==> src/rtl/mem_arb_pkg.sv <==
// Shared constants and FSM encoding for the cache-to-memory port arbiter.
package mem_arb_pkg;

  localparam int DEF_LINE_W = 128;
  localparam int DEF_ADDR_W = 28;

  typedef enum logic [1:0] {
    ST_IDLE  = 2'd0,
    ST_ISSUE = 2'd1,
    ST_DONE  = 2'd2
  } arb_state_e;

endpackage

==> src/rtl/mem_port_arbiter_rr.sv <==
// Combinational round-robin picker: first requester at or after the pointer wins.
module rr_arbiter #(
  parameter int NUM_CH = 2,
  parameter int PTR_W  = $clog2(NUM_CH)
) (
  input  logic [NUM_CH-1:0] req_i,
  input  logic [PTR_W-1:0]  ptr_i,
  output logic [NUM_CH-1:0] gnt_o,
  output logic              valid_o
);

  always_comb begin : rrSelect
    int sum;
    logic [PTR_W-1:0] idx;
    gnt_o   = '0;
    valid_o = 1'b0;
    sum     = 0;
    idx     = '0;
    for (int i = 0; i < NUM_CH; i++) begin
      sum = int'(ptr_i) + i;
      if (sum >= NUM_CH) sum = sum - NUM_CH;
      idx = PTR_W'(sum);
      if (!valid_o && req_i[idx]) begin
        gnt_o[idx] = 1'b1;
        valid_o    = 1'b1;
      end
    end
  end

endmodule

==> src/rtl/mem_port_arbiter.sv <==
// Shares one slow memory port between NUM_CH cache channels, one
// transaction at a time, with round-robin fairness.
module mem_port_arbiter
  import mem_arb_pkg::*;
#(
  parameter int NUM_CH = 2,
  parameter int LINE_W = DEF_LINE_W,
  parameter int ADDR_W = DEF_ADDR_W
) (
  input  logic                     clk,
  input  logic                     rst_n,
  input  logic [NUM_CH-1:0]        ch_read,
  input  logic [NUM_CH-1:0]        ch_write,
  input  logic [NUM_CH*ADDR_W-1:0] ch_addr,
  input  logic [NUM_CH*LINE_W-1:0] ch_wdata,
  output logic [LINE_W-1:0]        ch_rdata,
  output logic [NUM_CH-1:0]        ch_ready,
  output logic                     mem_read,
  output logic                     mem_write,
  output logic [ADDR_W-1:0]        mem_addr,
  output logic [LINE_W-1:0]        mem_wdata,
  input  logic [LINE_W-1:0]        mem_rdata,
  input  logic                     mem_ready,
  output logic [NUM_CH-1:0]        grant,
  output logic                     busy
);

  localparam int PTR_W = $clog2(NUM_CH);

  arb_state_e          state_q;
  logic                armed_q;
  logic [PTR_W-1:0]    ptr_q, ptr_d;
  logic [PTR_W-1:0]    grantIdx_q;
  logic [NUM_CH-1:0]   grant_q;
  logic                busy_q;
  logic                memRead_q, memWrite_q;
  logic [ADDR_W-1:0]   memAddr_q;
  logic [LINE_W-1:0]   memWdata_q;
  logic [NUM_CH-1:0]   chReady_q;
  logic [LINE_W-1:0]   chRdata_q;

  logic [NUM_CH-1:0]   selGnt;
  logic                selValid;
  logic [PTR_W-1:0]    selIdx;
  logic [ADDR_W-1:0]   selAddr;
  logic [LINE_W-1:0]   selWdata;
  logic                selWrite;

  rr_arbiter #(
    .NUM_CH (NUM_CH),
    .PTR_W  (PTR_W)
  ) uRr (
    .req_i   (ch_read | ch_write),
    .ptr_i   (ptr_q),
    .gnt_o   (selGnt),
    .valid_o (selValid)
  );

  // Write wins when a channel raises both request lines.
  always_comb begin
    selIdx   = '0;
    selAddr  = '0;
    selWdata = '0;
    selWrite = 1'b0;
    for (int i = 0; i < NUM_CH; i++) begin
      if (selGnt[i]) begin
        selIdx   = PTR_W'(i);
        selAddr  = ch_addr[i*ADDR_W +: ADDR_W];
        selWdata = ch_wdata[i*LINE_W +: LINE_W];
        selWrite = ch_write[i];
      end
    end
  end

  assign ptr_d = (grantIdx_q == PTR_W'(NUM_CH - 1)) ? '0 : grantIdx_q + PTR_W'(1);

  // armed_q keeps the first edge after reset release request-free.
  always_ff @(posedge clk or negedge rst_n) begin
    if (!rst_n) begin
      state_q    <= ST_IDLE;
      armed_q    <= 1'b0;
      ptr_q      <= '0;
      grantIdx_q <= '0;
      grant_q    <= '0;
      busy_q     <= 1'b0;
      memRead_q  <= 1'b0;
      memWrite_q <= 1'b0;
      memAddr_q  <= '0;
      memWdata_q <= '0;
      chReady_q  <= '0;
      chRdata_q  <= '0;
    end else begin
      armed_q <= 1'b1;
      case (state_q)
        ST_IDLE: begin
          if (armed_q && selValid) begin
            grant_q    <= selGnt;
            grantIdx_q <= selIdx;
            memAddr_q  <= selAddr;
            memWdata_q <= selWdata;
            memWrite_q <= selWrite;
            memRead_q  <= !selWrite;
            busy_q     <= 1'b1;
            state_q    <= ST_ISSUE;
          end
        end
        ST_ISSUE: begin
          if (mem_ready) begin
            if (memRead_q) chRdata_q <= mem_rdata;
            memRead_q  <= 1'b0;
            memWrite_q <= 1'b0;
            chReady_q  <= grant_q;
            state_q    <= ST_DONE;
          end
        end
        ST_DONE: begin
          chReady_q <= '0;
          grant_q   <= '0;
          busy_q    <= 1'b0;
          ptr_q     <= ptr_d;
          state_q   <= ST_IDLE;
        end
        default: state_q <= ST_IDLE;
      endcase
    end
  end

  assign ch_rdata  = chRdata_q;
  assign ch_ready  = chReady_q;
  assign mem_read  = memRead_q;
  assign mem_write = memWrite_q;
  assign mem_addr  = memAddr_q;
  assign mem_wdata = memWdata_q;
  assign grant     = grant_q;
  assign busy      = busy_q;

endmodule

==> config.mk <==
export PLATFORM = sky130hd
export DESIGN_NAME = mem_port_arbiter
export DESIGN_NICKNAME = d
export VERILOG_FILES = /design/src/rtl/mem_arb_pkg.sv /design/src/rtl/mem_port_arbiter_rr.sv /design/src/rtl/mem_port_arbiter.sv
export SDC_FILE = /design/constraint.sdc
export NUM_CORES = 1
export LEC_CHECK = 0
export BUFFER_PORTS_ARGS = -buffer_cell sky130_fd_sc_hd__buf_2
export CAP_MARGIN = 20
export CORE_AREA = 2 2 286 288
export CTS_BUF_LIST = sky130_fd_sc_hd__clkbuf_4
export CTS_CLUSTER_DIAMETER = 200
export DETAILED_ROUTE_END_ITERATION = 10
export DIE_AREA = 0 0 288 290
export GPL_TIMING_DRIVEN = 0
export SLEW_MARGIN = 10
export SYNTH_ARGS = -nofsm -noshare
export SYNTH_HDL_FRONTEND = slang
export SYNTH_HIERARCHICAL = 1
export SYNTH_SLANG_ARGS = --single-unit
==> constraint.sdc <==
create_clock -name clk -period 2.4 [get_ports clk]
set_input_delay 0.48 -clock clk [delete_from_list [all_inputs] [get_ports clk]]
set_output_delay 0.48 -clock clk [all_outputs]
set_load 0.1 [all_outputs]
==> summary.md <==
| Metric | Value |
|---|---|
| Most frequent cells in the layout | 759 x buf_2, 444 x dlygate4sd3_1, 311 x nor2_1 |
| Total gr overflow | 0 |
| DRC | 0 |
| Clk buf depth | 3 |
| Peak per-stage delay on the critical path | approximately 600 ps |
| Critical Path RT | around 3000 ps |
| Ranking of synthesized cells by area | dfrtp_1 58%, mux2_4 14%, a221oi_1 11% |
| WL/cell | approximately 19 um |
| Die area | about 84000 um^2 |
| Most common cell after layout, fill and taps aside | buf_2 |
| Layout overhead on the synthesized area | 83.8% |
| Sequential element share of the synthesized area | between 50% and 60% |
| Initial Util | 15.8% |
| Status | complete, no violations |
| Vias in the first global route | roughly 15000 |
| Final ANT Viol Nets | 0 |
| FMAX | 443 MHz |
| Buffer and inverter count on the worst path | 3 |
| Initial antenna violation count | 12 |
| Via/cell ratio | 4.09 |
| Core ar. | about 80000 um^2 |
| Synth warn | 6 |
| CTS Buf Count | 85 |
| Chip width | 288 um |
| Min-Delay Endpoint | grant[0]$_DFFE_PN0P_ |
| Detailed Route WL | roughly 66 mm |
| Share of cells above drive strength 1 | a little under half |
| Slew headroom | between 40% and 50% |
| Final Wtd Congestion | roughly 0.85 |
| CTS tree | done |
| Startpoint class of the critical path | flop |
| Fin crit share | 94.1% |
| Largest delay contributor family on the critical path | buffers and inverters |
| Clock Pin Slew Worst Setup and Hold Paths | roughly 70 ps |
| Vias | about 14000 |
| Final Slew Violations | 0 |
| Final worst setup slack | about 140 ps |
| Area leader, netlist | dfrtp_1 |
| DP HPWL | 46.6 mm |
| Maximum fanout along the worst path | 10 |
| Worst-Margin Slew | 833 ps |
| Nets | between 2000 and 3000 |
| Synthesized area | ~13000 um^2 |
| Skew final | 81.4 ps |
| Hold path start | ch_read[1] |
| Number of max-cap violations | 0 |
| RSZ-0062 raised after global routing | no |
| Fin. Hold Viols | 0 |
| # port buffers | ~740 |
| # IOs | around 740 |
| CP arrival | between 2000 and 3000 ps |
| Setup-failing EPs final | 0 |
| Largest net degree at the start of global routing | approximately 110 |
| H-tree depth | 3 |
| Filler instances | 8171 |
| Post-synth top area share | around three fifths |
| WHS Path Cells | 5 |
| GRT Overall Usage | about 15% |
| Worst setup EP type | flop |
| DR pass1 iterations | 5 |
| Total clock sinks | ~300 |
| RR Startpoint | state_q[0]$_DFFE_PN0P_ |
| Crit path max-delay cell type | dlygate4sd3_1 |
| FF-to-FF End | mem_wdata[121]$_DFFE_PN0P_ |
| Pre-CTS WS | -794 ps |
| First-pass GRT wire length | around 94 mm |
| Worst Path Class, Setup | flop to flop |
| Initial DRC count | ~700 |
| Row cnt | ~100 |
| Clock Latency Late Sink | ~820 ps |
| Critical path, cell by cell | nand4bb_1 -> buf_2 -> clkbuf_1 -> a221oi_1 -> dlygate4sd3_1 -> nor2_1 |
| Die H | approximately 290 um |
| Worst r2r path cells | 6 |
| HP Class | input port to flop |
| Yosys reg bits | roughly 300 |
| Cells after synthesis | roughly 1000 |
| Min Tclk post-route | 2260 ps |
| Library cells used by synthesis | 31 |
| CTS root buf | clkbuf_4 |
| Average cell area after synthesis | around 12 um^2 |
| FF-to-FF setup slack | 140 ps |
| Post-synthesis net count | roughly 1500 |
-- through the flow --
| step | utilization [%] | TNS [ps] | hold WS [ps] | cells | cell area (um^2) |
|---|---|---|---|---|---|
| 2_1_floorplan | - | 0 | 184 | 1020 | 12700 |
| 3_3_place_gp | 22.1 | -1567060 | 460 | 2817 | 17700 |
| 3_5_place_dp | 22.2 | -63210 | 464 | 2821 | 17800 |
| 4_1_cts | 29.0 | 0 | 59.6 | 3404 | 23300 |
| 5_1_grt | 29.1 | 0 | 169 | 3408 | 23300 |
| 6_report | 29.1 | 0 | 208 | 3408 | 23300 |
-- cell type report --
cell class | count | area (um^2) | share of cell area, %
diodes | 4 | 10.0 | 0.0430
plain buffers | 86 | 613 | 2.63
clock buffers | 116 | 871 | 3.74
clock inverters | 23 | 161 | 0.693
inverters | 1 | 3.75 | 0.0161
multi-input cells | 637 | 4680 | 20.1
flip-flops and latches | 296 | 7410 | 31.8
well taps | 1060 | 1330 | 5.69
repair buffers | 1185 | 8220 | 35.3
-- per-layer routing --
layer / share of wire, % / global-route usage (%)
met1: 39 / 16.7
met4: 4.9 / 8.19
met2: 47 / 25.6
met5: 0.12 / 0
met3: 9.4 / 5.30
-- cells in the mapped netlist (all sizes together) --
cell     count
nor2       311
dfrtp      296
a221oi     154
mux2       128
buf         51
clkbuf      35
nand2       16
o21ai        4
a22o         3
or2          3
a21boi       2
a31oi        2
nand2b       2
nand3        2
nand3b       2
a21oi        1
a22oi        1
and3b        1
conb         1
inv          1
nand4bb      1
nor2b        1
nor4bb       1
o2bb2ai      1
-- flip-flops by register name (all words and copies together), names as in the netlist --
signal      flops
armed_q         1
busy            1
ch_rdata      128
ch_ready        2
grant           2
grantIdx_q      1
mem_addr       28
mem_read        1
mem_wdata     128
mem_write       1
ptr_q           1
state_q         2
-- worst register-to-register path: cells and delay by family, from the launching register on --
family                 cells  cell delay [ps]
buffers and inverters      3             1130
flip-flops                 1              460
AO/OA/AOI/OAI              1              320
AND/OR/NAND/NOR            2              250
-- how the worst max path moves through the flow --
stage          depth (start not counted)                          to              startpoint  slack, ps
6_report                               6  mem_wdata[121]$_DFFE_PN0P_  state_q[0]$_DFFE_PN0P_        140
5_1_grt                                7   mem_wdata[31]$_DFFE_PN0P_       ptr_q$_DFFE_PN0P_         10
2_1_floorplan                          8  mem_wdata[100]$_DFFE_PN0P_             ch_write[1]        510
3_3_place_gp                           1   ch_rdata[122]$_DFFE_PN0P_                   rst_n      -5000
3_5_place_dp                           9   mem_wdata[53]$_DFFE_PN0P_             ch_write[1]       -790
4_1_cts                                7   mem_wdata[32]$_DFFE_PN0P_       ptr_q$_DFFE_PN0P_          7
-- cells by family (layout without fill, tap and decap cells) --
group | Yosys count | after routing | share of synthesized area, %
AND/OR/NAND/NOR | 340 | 340 | 10.5
flip-flops | 296 | 296 | 58.4
AO/OA/AOI/OAI | 168 | 168 | 11.4
multiplexers | 128 | 128 | 14.9
buffers and inverters | 87 | 1411 | 4.73
other | 1 | 5 | 0.0296
-- timing repair --
item | in CTS | in global routing
endpoints found under the setup margin | 36 | 24
setup buffers | 0 | 0
hold buffers | 444 | 0
pin swaps | 0 | 0
gates cloned | 0 | 0
gates resized for setup | 9 | 8
endpoints found under the hold margin | 382 | 0
Power is left out: the tool's default activity adds up to more than one toggle a clock period on the data nets, which glitch-free logic cannot reach.
